**src/rtl/multi_dataflow_tile_sched.sv**
```systemverilog
// multi_dataflow_tile_sched
//   Job-level tile scheduler sitting between the register-file logic and the
//   multi_dataflow control FSM. Queues job descriptors and issues one start
//   pulse per tile. It presents per-tile base offsets and advances them by the
//   job strides after each FSM done.
//
// Ports
//   clk_i, rst_i (sync, active-high), clear_i (soft clear, same as rst_i)
//   job_valid_i / job_ready_o     : job descriptor handshake
//   job_n_tiles_i, job_cfg_i      : tile count and configuration ID
//   job_stride_*_i                : per-tile offset increments
//   fsm_start_o / fsm_done_i      : per-tile engine handshake
//   cfg_o, offs_*_o, tile_idx_o   : active job configuration, offsets, tile index
//   evt_tile_o, evt_job_o         : tile / job completion pulses
//   busy_o                        : active job present or queue non-empty
//   perf_cycles_o                 : WAIT_DONE cycles of the last finished job
//
// Build option
//   MULTI_DATAFLOW_TILE_SCHED_PERF_EN : enables the wait-cycle counter;
//   otherwise perf_cycles_o is tied to 0.
//
// state       | meaning
// ------------+------------------------------------------------------
// S_IDLE      | no active job; wait for a queued descriptor
// S_LOAD      | pop queue head into working regs, zero offsets/index
// S_ISSUE     | fsm_start_o pulse for the current tile
// S_WAIT_DONE | wait for fsm_done_i
// S_ADVANCE   | tile done; step offsets and tile index
// S_JOB_END   | job done pulse (plus final tile pulse if any tiles ran)

module multi_dataflow_tile_sched #(
  parameter int ADDR_W = 32,
  parameter int CNT_W  = 16,
  parameter int CFG_W  = 8,
  parameter int QDEPTH = 2
) (
  input  logic              clk_i,
  input  logic              rst_i,
  input  logic              clear_i,
  input  logic              job_valid_i,
  output logic              job_ready_o,
  input  logic [CNT_W-1:0]  job_n_tiles_i,
  input  logic [CFG_W-1:0]  job_cfg_i,
  input  logic [ADDR_W-1:0] job_stride_in_pel_i,
  input  logic [ADDR_W-1:0] job_stride_in_size_i,
  input  logic [ADDR_W-1:0] job_stride_out_pel_i,
  output logic              fsm_start_o,
  input  logic              fsm_done_i,
  output logic [CFG_W-1:0]  cfg_o,
  output logic [ADDR_W-1:0] offs_in_pel_o,
  output logic [ADDR_W-1:0] offs_in_size_o,
  output logic [ADDR_W-1:0] offs_out_pel_o,
  output logic [CNT_W-1:0]  tile_idx_o,
  output logic              evt_tile_o,
  output logic              evt_job_o,
  output logic              busy_o,
  output logic [31:0]       perf_cycles_o
);

  localparam int PTR_W  = (QDEPTH > 1) ? $clog2(QDEPTH) : 1;
  localparam int QC_W   = $clog2(QDEPTH + 1);
  localparam int DESC_W = CFG_W + CNT_W + 3 * ADDR_W;
  localparam logic [QC_W-1:0]  QDEPTH_C = QC_W'(QDEPTH);
  localparam logic [PTR_W-1:0] PTR_LAST = PTR_W'(QDEPTH - 1);

  typedef enum logic [2:0] {
    S_IDLE, S_LOAD, S_ISSUE, S_WAIT_DONE, S_ADVANCE, S_JOB_END
  } state_e;

  state_e state_q;
  logic   sync_rst;
  assign sync_rst = rst_i | clear_i;

  // ---------------- job queue ----------------
  logic [DESC_W-1:0] mem_q [QDEPTH];
  logic [PTR_W-1:0]  wr_ptr_q, rd_ptr_q;
  logic [QC_W-1:0]   count_q, count_d;
  logic              ready_q, push, pop;
  logic [DESC_W-1:0] head;

  assign push = job_valid_i & ready_q;
  assign pop  = (state_q == S_LOAD);
  assign head = mem_q[rd_ptr_q];

  always_comb begin
    count_d = count_q;
    if (push && !pop)      count_d = count_q + 1'b1;
    else if (!push && pop) count_d = count_q - 1'b1;
  end

  always_ff @(posedge clk_i) begin
    if (push) mem_q[wr_ptr_q] <= {job_cfg_i, job_n_tiles_i, job_stride_in_pel_i,
                                  job_stride_in_size_i, job_stride_out_pel_i};
  end

  // ready is registered from the next count so the pop never reaches it combinationally
  always_ff @(posedge clk_i) begin
    if (sync_rst) begin
      wr_ptr_q <= '0;
      rd_ptr_q <= '0;
      count_q  <= '0;
      ready_q  <= 1'b0;
    end else begin
      if (push) wr_ptr_q <= (wr_ptr_q == PTR_LAST) ? '0 : wr_ptr_q + 1'b1;
      if (pop)  rd_ptr_q <= (rd_ptr_q == PTR_LAST) ? '0 : rd_ptr_q + 1'b1;
      count_q <= count_d;
      ready_q <= (count_d < QDEPTH_C);
    end
  end

  // ---------------- tile sequencer ----------------
  logic [CNT_W-1:0]  n_tiles_q;
  logic [ADDR_W-1:0] str_in_pel_q, str_in_size_q, str_out_pel_q;

  always_ff @(posedge clk_i) begin
    if (sync_rst) begin
      state_q        <= S_IDLE;
      cfg_o          <= '0;
      n_tiles_q      <= '0;
      str_in_pel_q   <= '0;
      str_in_size_q  <= '0;
      str_out_pel_q  <= '0;
      offs_in_pel_o  <= '0;
      offs_in_size_o <= '0;
      offs_out_pel_o <= '0;
      tile_idx_o     <= '0;
    end else begin
      case (state_q)
        S_IDLE: if (count_q != '0) state_q <= S_LOAD;
        S_LOAD: begin
          {cfg_o, n_tiles_q, str_in_pel_q, str_in_size_q, str_out_pel_q} <= head;
          offs_in_pel_o  <= '0;
          offs_in_size_o <= '0;
          offs_out_pel_o <= '0;
          tile_idx_o     <= '0;
          state_q <= (head[3*ADDR_W +: CNT_W] == '0) ? S_JOB_END : S_ISSUE;
        end
        S_ISSUE: state_q <= S_WAIT_DONE;
        S_WAIT_DONE: begin
          if (fsm_done_i)
            state_q <= (tile_idx_o == n_tiles_q - CNT_W'(1)) ? S_JOB_END : S_ADVANCE;
        end
        S_ADVANCE: begin
          offs_in_pel_o  <= offs_in_pel_o  + str_in_pel_q;
          offs_in_size_o <= offs_in_size_o + str_in_size_q;
          offs_out_pel_o <= offs_out_pel_o + str_out_pel_q;
          tile_idx_o     <= tile_idx_o + CNT_W'(1);
          state_q        <= S_ISSUE;
        end
        S_JOB_END: state_q <= S_IDLE;
        default:   state_q <= S_IDLE;
      endcase
    end
  end

  assign job_ready_o = ready_q;
  assign fsm_start_o = (state_q == S_ISSUE);
  assign evt_tile_o  = (state_q == S_ADVANCE) || ((state_q == S_JOB_END) && (n_tiles_q != '0));
  assign evt_job_o   = (state_q == S_JOB_END);
  assign busy_o      = (state_q != S_IDLE) || (count_q != '0);

`ifdef MULTI_DATAFLOW_TILE_SCHED_PERF_EN
  logic [31:0] perf_cnt_q, perf_q;

  always_ff @(posedge clk_i) begin
    if (sync_rst) begin
      perf_cnt_q <= '0;
      perf_q     <= '0;
    end else begin
      if (state_q == S_LOAD)
        perf_cnt_q <= '0;
      else if (state_q == S_WAIT_DONE && perf_cnt_q != '1)
        perf_cnt_q <= perf_cnt_q + 32'd1;
      if (state_q == S_JOB_END) perf_q <= perf_cnt_q;
    end
  end

  assign perf_cycles_o = perf_q;
`else
  assign perf_cycles_o = '0;
`endif

endmodule
```
**config.mk**
```make
export PLATFORM = sky130hd
export DESIGN_NAME = multi_dataflow_tile_sched
export DESIGN_NICKNAME = d
export VERILOG_FILES = /design/src/rtl/multi_dataflow_tile_sched.sv
export SDC_FILE = /design/constraint.sdc
export NUM_CORES = 1
export LEC_CHECK = 0
export BUFFER_PORTS_ARGS = -buffer_cell sky130_fd_sc_hd__buf_2
export CAP_MARGIN = 20
export CORE_ASPECT_RATIO = 1.5
export CORE_MARGIN = 4
export CORE_UTILIZATION = 55
export DETAILED_ROUTE_END_ITERATION = 12
export PLACE_DENSITY = 0.76
export SYNTH_ARGS = -nofsm -noshare
export SYNTH_HDL_FRONTEND = slang
export SYNTH_SLANG_ARGS = --single-unit
```
**constraint.sdc**
```tcl
create_clock -name clk_i -period 8.8 [get_ports clk_i]
set_clock_uncertainty 0.1 [all_clocks]
set_input_delay 1.76 -clock clk_i [delete_from_list [all_inputs] [get_ports clk_i]]
set_output_delay 1.76 -clock clk_i [all_outputs]
set_load 0.05 [all_outputs]
```
# Word level (Yosys, flattened, before mapping)
# Memories as Yosys holds them, arrays and structs flattened. A register that Yosys moved wholly into a read port is not among the register bits.
# Index checks and enable logic that the tools add are counted.
# word_totals
register_bits	240
mem_bits_rw	240
inputBits	125
output_inout_bits	157
memories	1
# mem_list
memory	words	word_bits	read_ports	rd_clocked_by_memory_dff	write_ports	line_no	rtl
mem_q	2	120	1	1	1	75	logic [DESC_W-1:0] mem_q [QDEPTH];
# op_classes
add_sub_neg	9
n_lt_le_gt_ge	1
n_eq_ne	8
mux	17
bitwise	2
n_reduce_logical	14
# ops
cell	n
32-bit one-hot mux with 2 select lines	3
32-bit adder	3
16-bit one-hot mux with 2 select lines	1
16-bit by 1-bit adder with 16-bit output, second input constant	1
16-bit equality test	1
16-bit logical NOT	1
16-bit nonzero test	1
16-bit by 1-bit subtractor with 16-bit output, second input constant	1
3-bit one-hot mux with 5 select lines	1
3-bit 2-to-1 mux	3
1-bit 2-to-1 mux	7
3-bit by 2-bit equality test with 1-bit output, second input constant	2
3-bit equality test, second input constant	2
2-bit 2-to-1 mux	2
2-bit inequality test, second input constant	2
2-bit nonzero test	2
3-bit by 1-bit equality test with 1-bit output, second input constant	1
1-bit logical AND	3
3-bit logical NOT	1
3-bit nonzero test	1
1-bit adder, second input constant	2
2-bit by 1-bit adder with 2-bit output, second input constant	1
1-bit logical NOT	2
1-bit logical OR	2
5 further kinds	5

# Logic depth before layout (Yosys ltp)
# Gate-level depths: netlist of run 1.
# logic_depth
depth_word	6
mapped_depth	11

# Least setup slack after synthesis of run 1
# No wires, ideal clock.
# synth_path
path_type	input to register
start	input port job_valid_i
end	memory mem_q[0][0] (netlist bit), enable pin
setup_time_ns	0.601
t_arrival_ns	6.897
required_time_ns	8.099
slack_ns	1.202
stages	2
path_buffers	0
path_cell_list	nand2_1 -> nor2_1
# synth_via
elab_chain_cells	3
# synth_rtl
element	line_no	rtl
start: declaration	40	input logic job_valid_i,
1-bit AND	81	assign push = job_valid_i & ready_q;
1-bit 2-to-1 mux	92	if (push) mem_q[wr_ptr_q] <= {job_cfg_i, job_n_tiles_i, job_stride_in_pel_i,
1-bit 2-to-1 mux (not written as such)	92	
end: declaration	75	
# No other way between the ends.

# Worst setup path in the final report of run 1
# layout_path
start	register n_tiles_q[0]
end	output port evt_tile_o
# layout_via
elab_chain_cells	3
# layout_rtl
element	line_no	rtl
start: declaration	112	logic [CNT_W-1:0] n_tiles_q;
start signal: assignment	119	n_tiles_q <= '0;
start signal: assignment	131	{cfg_o, n_tiles_q, str_in_pel_q, str_in_size_q, str_out_pel_q} <= head;
16-bit nonzero test	158	assign evt_tile_o = (state_q == S_ADVANCE) || ((state_q == S_JOB_END) && (n_tiles_q != '0));
1-bit logical AND	158	
1-bit logical OR	158	
end: declaration	54	output logic evt_tile_o,
# No other way between the ends.

==> results of run 1 <==
==> layout make-up <==
class	instances	area share, %
Sequential cell	481	48.1
Multi-Input combinational cell	1391	37.4
Timing Repair Buffer	261	5.40
Clock buffer	56	5.01
Tap cell	500	2.50
Clock inverter	24	1.06
Inverter	31	0.496
Antenna cell	4	0.0400
==> cell usage after synthesis, types with 9 or more instances <==
cell,count,area share (%)
inv_1,31,0.53
nor3_1,25,0.57
nor4_1,12,0.34
a21o_1,53,1.8
xnor2_1,53,2.1
a31oi_1,13,0.37
o21ai_0,93,2.1
o21bai_1,11,0.38
o211ai_1,15,0.51
clkbuf_1,85,1.5
o21a_1,19,0.65
dfxtp_1,241,22
nand2_1,111,1.9
a21oi_1,118,2.7
nand3_1,28,0.64
mux2i_1,126,5.7
xor2_1,50,2.0
buf_4,32,1.1
nor2_1,236,4.0
or2_2,9,0.26
edfxtp_1,240,33
a211oi_1,133,4.6
nand4_1,10,0.29
a22oi_1,42,1.4
ha_1,98,5.6
==> worst register-to-register path: stages, from the launching register on <==
cell	delay [ps]
dfxtp_1	470
nand2b_1	140
or2_2	450
inv_8	650
buf_4	790
nor3_2	120
buf_4	360
and2b_2	310
o21ai_0	80
o22a_1	160
==> sequential cells by signal, indices dropped and copies added, names as in the netlist, 2 cells and up, named ones only <==
| name | cells |
|---|---|
| str_out_pel_q | 32 |
| offs_in_size_o | 32 |
| mem_q | 240 |
| offs_out_pel_o | 32 |
| state_q | 3 |
| count_q | 2 |
| cfg_o | 8 |
| offs_in_pel_o | 32 |
| n_tiles_q | 16 |
| str_in_pel_q | 32 |
| tile_idx_o | 16 |
| str_in_size_q | 32 |
==> layer usage <==
metal	up-vias	share of wire [%]	GRT usage (%)
met5	-	0.12	0
met4	10	4.7	10.2
met3	134	6.0	5.04
met2	401	52	40.9
met1	7430	38	24.6
li1	7772	-	-
==> power by group <==
part,switching [mW],internal [mW],leakage [nW]
clock,0.824,1.16,0.723
combinational,0.0885,0.0307,4.78
sequential,0.00608,2.37,4.12
==> kinds of logic (layout without fill, tap and decap cells) <==
logic type	count (synthesis)	count (layout)	synth area share [%]
AO/OA/AOI/OAI	538	538	16.1
AND/OR/NAND/NOR	490	490	9.93
flip-flops	481	481	54.8
buffers and inverters	157	372	3.32
multiplexers	127	127	5.80
XOR/XNOR	103	103	4.11
adder cells (fa/ha/maj)	101	101	5.86
other	1	36	0.0171
==> cell usage in the layout (no fill, tap or decap), types with 6 or more instances in the layout <==
cell type and count:
clkbuf_1 6, nor4_1 12, o31ai_1 6, mux2i_1 126, a211oi_1 133, inv_1 30
nor3_1 24, conb_1 32, ha_1 98, and3_1 7, a21o_1 53, xor2_1 50
nand4_1 10, o21a_1 19, or3_1 8, a31oi_1 13, o21bai_1 11, o21ai_0 93
a22oi_1 42, clkinvlp_4 7, nor2_1 233, buf_4 11, or2_2 8, buf_2 249
xnor2_1 53, nand3b_1 7, o211ai_1 15, edfxtp_1 240, a21oi_1 118, nand3_1 28
dfxtp_1 240, and2_1 6, nand2b_1 8, nand2_1 110, clkbuf_16 48
==> final timing paths <==
check                     startpoint                  to  slack, ps  depth (start not counted)
hold / removal    offs_out_pel_o[27]  offs_out_pel_o[27]        380                          2
setup / recovery        n_tiles_q[0]          evt_tile_o       4730                          7
hold reg to reg   offs_out_pel_o[27]  offs_out_pel_o[27]        380                          2
setup reg to reg          state_q[0]   offs_in_pel_o[31]       5060                          9
==> impl_metrics.py, run 1 <==
metrics = {
    "timing": {
        "tns_ps": 0,
        "post-route-period-util_pct": 46.2,
        "setup_ws_ps": 4730,
        "hold_viol": 0,
        "tightestPinTransition_ps": 1030,
        "max_slew_margin_pct": 31.0,
        "fmax_mhz": 246,
        "rsz0062_at_grt": "no",
        "setup_violations": 0,
        "drv_slew": 0,
        "finalCriticalPeriod_ps": 4070,
        "holdWs_ps": 378,
    },
    "clock_network": {
        "clkSinkCount": 481,
        "postCtsSetupBuffers": 0,
        "post_cts_resized": 0,
        "clkTransAtPathRegs_ps": 60,
        "cts_max_level": 2,
        "cts_tree": "yes",
        "root_buffer": "clkbuf_16",
        "cts_buffers": 44,
        "cts_buffer_depth": 3,
        "clock_latency_ps": 560,
        "hold_buffers": 0,
    },
    "placement": {
        "port_buffers": 249,
        "pre_cts_slack_ps": 4440,
        "gp_congestion": 0.903,
        "place_area_um2": 23500,
        "dp_cells": 2663,
        "place_hpwl_um": 35100,
    },
    "worst_setup_path": {
        "arrival_ps": 2210,
        "cp_top_family": "simple AND/OR/NAND/NOR gates",
        "critPathKind": "reg2out",
        "critPathCaptureType": "primary output",
        "crit_path_max_fanout": 5,
        "critPathRequiredTime_ps": 6940,
        "cp_cell_sequence": "inv_1 > ha_1 > nand3b_1 > nand2b_1 > nor2_1 > a21oi_1 > buf_2",
        "slowest_delay_ps": 380,
        "worst_setup_path_start_kind": "flip-flop",
        "crit_buf_inv": 2,
        "slowest_stage": "dfxtp_1",
    },
    "logic_synthesis": {
        "syn_area_um2": 21900,
        "seq_area_frac_synth_pct": 54.8,
        "synth_edf_count": 240,
        "synth-main-ff-cell": "dfxtp_1",
        "avgSynthCellArea_um2": 11.0,
        "async_flop_share_pct": 0,
        "synthCells": 1998,
        "ys_warn_count": 0,
        "synth_cell_type_count": 75,
        "ys_ff_latch": 481,
    },
    "finish": {
        "multiInputGateArea_um2": 9340,
        "final_core_util_pct": 63.4,
        "area_growth_pct": 13.9,
        "drive_above_1_share_pct": 16.2,
        "num-fill-cells": 3144,
        "final_area_um2": 25000,
        "fin_nets": 2436,
        "final-seq-area_um2": 12000,
        "fin_cells": 2748,
    },
    "floorplan": {
        "die_area_um2": 43200,
        "num_rows": 89,
        "core_area_um2": 39400,
        "dieWidth_um": 171,
        "die_y_um": 253,
        "ioPinCount": 282,
        "initial_utilization_pct": 55.7,
    },
    "route": {
        "drt_iter0_drc": 928,
        "routedWlPerCell_um": 18.2,
        "route.detailed.drc": 0,
        "vias": 15747,
        "vias_per_cell": 5.73,
        "drt_pre_antenna_iters": 5,
        "wirelength_um": 49900,
        "ant_nets": 0,
    },
    "grt": {
        "grt.overflow.total": 0,
        "grt_pass1_wl_um": 78100,
        "antenna_found_initial": 9,
        "grt_pass1_vias": 15711,
        "grt_usage_pct": 22.4,
        "grt_max_degree": 162,
    },
    "pwr": {
        "p_per_area_nw_per_um2": 179,
        "leakagePower_nw": 9.62,
        "ir_drop_uv": 171,
        "total_power_mw": 4.48,
    },
    "run": {
        "cap_violations": 0,
    },
    "min_path": {
        "hold_class": "reg2reg",
    },
    "run_status": {
        "status": "finished clean",
    },
}
No activity file was read; power rests on OpenSTA's default activity.
==> run 2, diff against run 1 <==
--- a/config.mk
+++ b/config.mk
@@ -5,13 +5,14 @@
 export SDC_FILE = /design/constraint.sdc
 export NUM_CORES = 1
 export LEC_CHECK = 0
+export ABC_AREA = 1
 export BUFFER_PORTS_ARGS = -buffer_cell sky130_fd_sc_hd__buf_2
 export CAP_MARGIN = 20
 export CORE_ASPECT_RATIO = 1.5
 export CORE_MARGIN = 4
-export CORE_UTILIZATION = 55
+export CORE_UTILIZATION = 53
 export DETAILED_ROUTE_END_ITERATION = 12
-export PLACE_DENSITY = 0.76
+export PLACE_DENSITY = 0.77
 export SYNTH_ARGS = -nofsm -noshare
 export SYNTH_HDL_FRONTEND = slang
 export SYNTH_SLANG_ARGS = --single-unit
==> constraint.sdc (replaced) <==
create_clock -name clk_i -period 3.35 [get_ports clk_i]
set_clock_uncertainty 0.1 [all_clocks]
set_input_delay 0.67 -clock clk_i [delete_from_list [all_inputs] [get_ports clk_i]]
set_output_delay 0.67 -clock clk_i [all_outputs]
set_load 0.05 [all_outputs]
==> impl_metrics.py, run 2 <==
metrics = {
    "worst_setup_path": {
        "crit_path_max_fanout": 7,
        "cp_cell_sequence": "inv_1 > ha_1 > nand2_1 > nor2_1 > nand3_1 > nor2_1 > a41oi_1 > buf_2",
        "worstRegToRegCells": 7,
        "critPathKind": "reg2out",
        "arrival_ps": 2210,
        "slowest_stage": "dfxtp_1",
        "worst_setup_path_start_kind": "flip-flop",
        "startpoint": "n_tiles_q[0]",
        "slowest_delay_ps": 320,
        "critPathRequiredTime_ps": 2580,
        "r2r-start": "state_q[1]",
        "critPathCaptureType": "primary output",
        "crit_top_cell": "nor2_1",
    },
    "logic_synthesis": {
        "synth_most_common_cell": "nand2_1",
        "ys_warn_count": 0,
        "synth_cell_type_count": 43,
        "synth_top_area_share_pct": 30.7,
        "syn_area_um2": 23500,
        "ys_ff_latch": 481,
        "avgSynthCellArea_um2": 8.79,
        "synth.largest_area_cell": "edfxtp_1",
        "synth-main-ff-cell": "dfxtp_1",
        "synthCells": 2675,
        "synthTopCellsByArea": "edfxtp_1 31%, dfxtp_1 21%, nand2_1 9.2%",
        "async_flop_share_pct": 0,
        "yosys-top-cells-count": "574 x nand2_1, 385 x a21oi_1, 241 x dfxtp_1, 240 x edfxtp_1, 234 x o21ai_0",
        "seq_area_frac_synth_pct": 51.2,
        "synth_edf_count": 240,
    },
    "route": {
        "drt_pre_antenna_iters": 6,
        "ant_nets": 0,
        "routedWlPerCell_um": 18.7,
        "vias_per_cell": 5.59,
        "drt_iter0_drc": 1108,
        "route.detailed.drc": 0,
        "vias": 19613,
        "wirelength_um": 65600,
    },
    "min_path": {
        "min_from": "job_stride_in_pel_i[2]",
        "hold_depth": 1,
        "hold_class": "in2reg",
    },
    "grt": {
        "antenna_found_initial": 3,
        "met2_usage_pct": 49.9,
        "met3_usage_pct": 3.36,
        "grt-busiest-layer": "met2",
        "grt_usage_pct": 26.6,
        "grt_max_degree": 226,
        "grt_pass1_wl_um": 103000,
        "grt_use_met1_pct": 29.0,
        "grt_pass1_vias": 19866,
        "grt.overflow.total": 0,
    },
    "timing": {
        "drv_slew": 0,
        "holdWs_ps": 176,
        "hold_viol": 0,
        "post-route-period-util_pct": 88.9,
        "setup_violations": 0,
        "max_slew_margin_pct": 42.7,
        "tightestPinTransition_ps": 860,
        "finalCriticalPeriod_ps": 2980,
        "rsz0062_at_grt": "no",
        "fmax_mhz": 336,
    },
    "finish": {
        "final_common_cell": "nand2_1",
        "fin_nets": 3121,
        "final_core_util_pct": 60.8,
        "area_growth_pct": 13.5,
        "regMostFlops": "mem_q",
        "final_cell_mix": "574 x nand2_1, 385 x a21oi_1, 249 x buf_2",
        "largest_reg_flops": 240,
        "drive_above_1_share_pct": 12.2,
    },
    "floorplan": {
        "initial_utilization_pct": 53.6,
        "ioPinCount": 282,
        "die_area_um2": 47900,
        "core_area_um2": 43900,
        "num_rows": 94,
        "dieWidth_um": 180,
        "die_y_um": 266,
    },
    "pwr": {
        "leakagePower_nw": 10.9,
        "p_per_area_nw_per_um2": 440,
        "ir_drop_uv": 436,
    },
    "placement": {
        "port_buffers": 249,
        "gp_congestion": 0.976,
        "place_hpwl_um": 48000,
    },
    "clock_network": {
        "cts_buffer_depth": 3,
        "cts_tree": "yes",
        "clock_latency_ps": 580,
        "cts_buffers": 44,
        "post_cts_resized": 0,
        "cts_max_level": 2,
        "root_buffer": "clkbuf_16",
        "hold_buffers": 0,
        "postCtsSetupBuffers": 0,
        "clkSinkCount": 481,
        "clkTransAtPathRegs_ps": 60,
    },
    "run_status": {
        "status": "finished clean",
    },
    "run": {
        "cap_violations": 0,
    },
}
run 2: cell count changes after synthesis, moves of 70 or more:
cell,delta
a21oi_1,+267
a211oi_1,-126
o21ai_0,+141
nand2_1,+463
nand3_1,+106
nor2_1,-70
inv_1,+172
run 2: final timing paths:
| check | end | slack [ps] |
|---|---|---|
| max | evt_tile_o | 370 |
| min | mem_q[1][66] | 180 |
| max reg2reg | offs_in_size_o[5] | 930 |
| min reg2reg | flip-flop | 350 |
run 2: report_power, final:
part | switching (mW) | internal [mW] | total [mW]
combinational | 0.299 | 0.114 | 0.413
clock | 2.25 | 2.83 | 5.08
sequential | 0.0219 | 6.24 | 6.26
total | 2.57 | 9.18 | 11.8
run 2: logic make-up (layout without fill, tap and decap cells):
group                      Yosys count  after routing  synth area share, %
DFF                                481            481                 51.2
muxes                              111            111                 4.73
buffers and inverters              328            553                 5.94
and+or+nand+nor                    987            987                 17.8
AOI/OAI and AO/OA                  651            651                 14.3
other                                1             35               0.0160
adders and majority gates          101            101                 5.47
xor gates and xnor gates            15             15                0.617
run 2: worst max-delay path, delay by kind of cell, from the launching register on:
family,cells,cell delay [ps]
flops,1,320
compound gates,1,140
simple gates,4,560
fa+ha+maj,1,280
buf+inv,2,340
run 2: area by class of cell:
cell class                      instances  area (µm²)
Clock buffer                           54        1170
Fill cell                            3828       17200
Clock inverter                         28         283
Tap cell                              576         721
Sequential cell                       481       12000
Multi-Input combinational cell       1897       10200
Timing Repair Buffer                  264        1470
Antenna cell                            3        7.51
Inverter                              207         781
run 2: layer usage:
layer / wire, µm / share of wire, % / up-vias
met5: 0 / 0 / -
met4: 4150 / 6.3 / 0
met3: 3070 / 4.7 / 200
met2: 34000 / 52 / 621
met1: 24400 / 37 / 9183
li1: - / - / 9609
run 2: through the flow:
step | instance area, µm² | instances | setup slack [ps] | power, mW | TNS (ps)
global route | 26700 | 3510 | 122 | 12.1 | 0
finish | 26700 | 3510 | 373 | 11.8 | 0
CTS | 26700 | 3507 | 336 | 11.9 | 0
global placement | 25200 | 3425 | 987 | 6.79 | 0
detailed placement | 25200 | 3425 | 921 | 6.80 | 0
floorplan | 23600 | 2706 | -1200 | 6.66 | -286180
==> run 3, diff against run 2 <==
--- a/config.mk
+++ b/config.mk
@@ -10,9 +10,10 @@
 export CAP_MARGIN = 20
 export CORE_ASPECT_RATIO = 1.5
 export CORE_MARGIN = 4
-export CORE_UTILIZATION = 53
+export CORE_UTILIZATION = 50
 export DETAILED_ROUTE_END_ITERATION = 12
-export PLACE_DENSITY = 0.77
+export GPL_ROUTABILITY_DRIVEN = 0
+export PLACE_DENSITY = 0.7
 export SYNTH_ARGS = -nofsm -noshare
 export SYNTH_HDL_FRONTEND = slang
 export SYNTH_SLANG_ARGS = --single-unit
==> constraint.sdc (replaced) <==
create_clock -name clk_i -period 3.54 [get_ports clk_i]
set_clock_uncertainty 0.1 [all_clocks]
set_input_delay 0.708 -clock clk_i [delete_from_list [all_inputs] [get_ports clk_i]]
set_output_delay 0.708 -clock clk_i [all_outputs]
set_load 0.05 [all_outputs]
==> impl_metrics.py, run 3 (synthesized netlist as in run 2, its figures left out) <==
metrics = {
    "worst_setup_path": {
        "cp_cell_sequence": "inv_1 > ha_1 > nand2_1 > nor2_1 > nand3_1 > nor2_1 > a41oi_1 > buf_2",
        "crit_top_cell": "nor2_1",
        "slowest_stage": "dfxtp_1",
        "critPathCaptureType": "primary output",
        "crit_buf_inv": 2,
        "r2r-start": "state_q[2]",
        "critPathKind": "reg2out",
        "worst_setup_path_start_kind": "flip-flop",
        "startpoint": "n_tiles_q[0]",
        "arrival_ps": 2180,
        "slowest_delay_ps": 320,
        "critPathRequiredTime_ps": 2730,
        "cp_top_family": "simple AND/OR/NAND/NOR gates",
        "crit_path_max_fanout": 7,
    },
    "route": {
        "drt_pre_antenna_iters": 7,
        "wirelength_um": 61900,
        "drt_iter0_drc": 1280,
        "vias": 19549,
        "route.detailed.drc": 0,
        "vias_per_cell": 5.54,
        "ant_nets": 0,
        "routedWlPerCell_um": 17.5,
    },
    "timing": {
        "finalCriticalPeriod_ps": 2990,
        "setup_ws_ps": 551,
        "rsz0062_at_grt": "no",
        "post-route-period-util_pct": 84.4,
        "hold_viol": 0,
        "fmax_mhz": 335,
        "max_slew_margin_pct": 34.3,
        "setup_violations": 0,
        "drv_slew": 0,
        "tightestPinTransition_ps": 986,
    },
    "finish": {
        "final_common_cell": "nand2_1",
        "area_growth_pct": 13.9,
        "fin_nets": 3121,
        "final_cell_mix": "574 x nand2_1, 385 x a21oi_1, 249 x buf_2",
        "final_core_util_pct": 57.5,
        "drive_above_1_share_pct": 12.1,
        "regMostFlops": "mem_q",
        "largest_reg_flops": 240,
    },
    "clock_network": {
        "clock_latency_ps": 560,
        "cts_buffer_depth": 3,
        "clkTransAtPathRegs_ps": 60,
        "cts_buffers": 47,
        "cts_max_level": 2,
        "hold_buffers": 0,
        "post_cts_resized": 0,
        "cts_tree": "yes",
        "clkSinkCount": 481,
        "root_buffer": "clkbuf_16",
        "postCtsSetupBuffers": 0,
    },
    "floorplan": {
        "die_y_um": 274,
        "initial_utilization_pct": 50.4,
        "num_rows": 97,
        "die_area_um2": 50600,
        "dieWidth_um": 185,
        "core_area_um2": 46600,
        "ioPinCount": 282,
    },
    "grt": {
        "antenna_found_initial": 3,
        "grt_pass1_wl_um": 97500,
        "grt_pass1_vias": 19471,
        "grt_max_degree": 226,
        "grt_usage_pct": 23.7,
        "grt.overflow.total": 0,
    },
    "placement": {
        "place_hpwl_um": 44500,
        "pre_cts_slack_ps": 1010,
        "port_buffers": 249,
    },
    "pwr": {
        "leakagePower_nw": 10.9,
        "ir_drop_uv": 420,
        "total_power_mw": 11.3,
        "p_per_area_nw_per_um2": 423,
    },
    "run": {
        "cap_violations": 0,
    },
    "run_status": {
        "status": "finished clean",
    },
    "min_path": {
        "min_from": "job_stride_out_pel_i[16]",
        "hold_class": "in2reg",
    },
}
-- run 3: changes by cell type in the layout (fill, tap and decap cells not counted) --
| cell | delta |
|---|---|
| buf_12 | -1 |
| buf_4 | -2 |
| bufinv_16 | +1 |
| clkbuf_1 | +7 |
| clkbuf_16 | +2 |
| clkbuf_8 | +4 |
| clkinv_1 | -2 |
| clkinv_2 | -5 |
| clkinv_8 | +2 |
| clkinvlp_4 | -2 |
| inv_16 | -2 |
| inv_4 | +1 |
| inv_6 | -1 |
-- run 3: per-layer routing --
layer	up-vias	wire, µm	track usage [%]
met5	-	0	0
met4	0	4020	13.6
met3	225	3700	3.56
met2	709	31400	42.9
met1	9007	22800	26.3
li1	9608	-	-
-- run 3: worst paths after layout --
check	endpoint	cells after the start	slack, ps
setup / recovery	evt_tile_o	8	550
hold / removal	mem_q[1][16]	1	230
setup reg to reg	offs_in_size_o[19]	9	980
hold reg to reg	flip-flop	1	350
-- run 3: through the flow --
step	hold slack, ps	instances	TNS [ps]	cell area, µm²
final	232	3530	0	26800
after CTS	197	3527	0	26800
after global routing	209	3529	0	26800
after detailed placement	340	3440	0	25200
after floorplan	326	2706	-240390	23600
after global placement	332	3440	0	25200
-- run 3: final cells by class --
type / count / area, µm²
Clock inverter: 20 / 255
Multi-Input combinational cell: 1897 / 10200
Inverter: 207 / 781
Fill cell: 4155 / 19800
Antenna cell: 3 / 7.51
Sequential cell: 481 / 12000
Clock buffer: 67 / 1300
Timing Repair Buffer: 261 / 1440
Tap cell: 594 / 743
-- run 3: worst reg2reg max path: stages (launching register included) --
cell	delay (ps)
dfxtp_1	380
inv_2	70
nand2_1	130
nor2_4	60
inv_2	440
nand2_1	180
clkinv_2	450
buf_12	410
nand2_1	120
a21oi_1	160
-- run 3: power breakdown --
part           total (mW)  internal [mW]  switching (mW)  leakage, nW
clock                5.02           2.94            2.09        0.750
combinational       0.382          0.105           0.278         6.07
sequential           5.93           5.91          0.0203         4.12
total                11.3           8.95            2.38         10.9
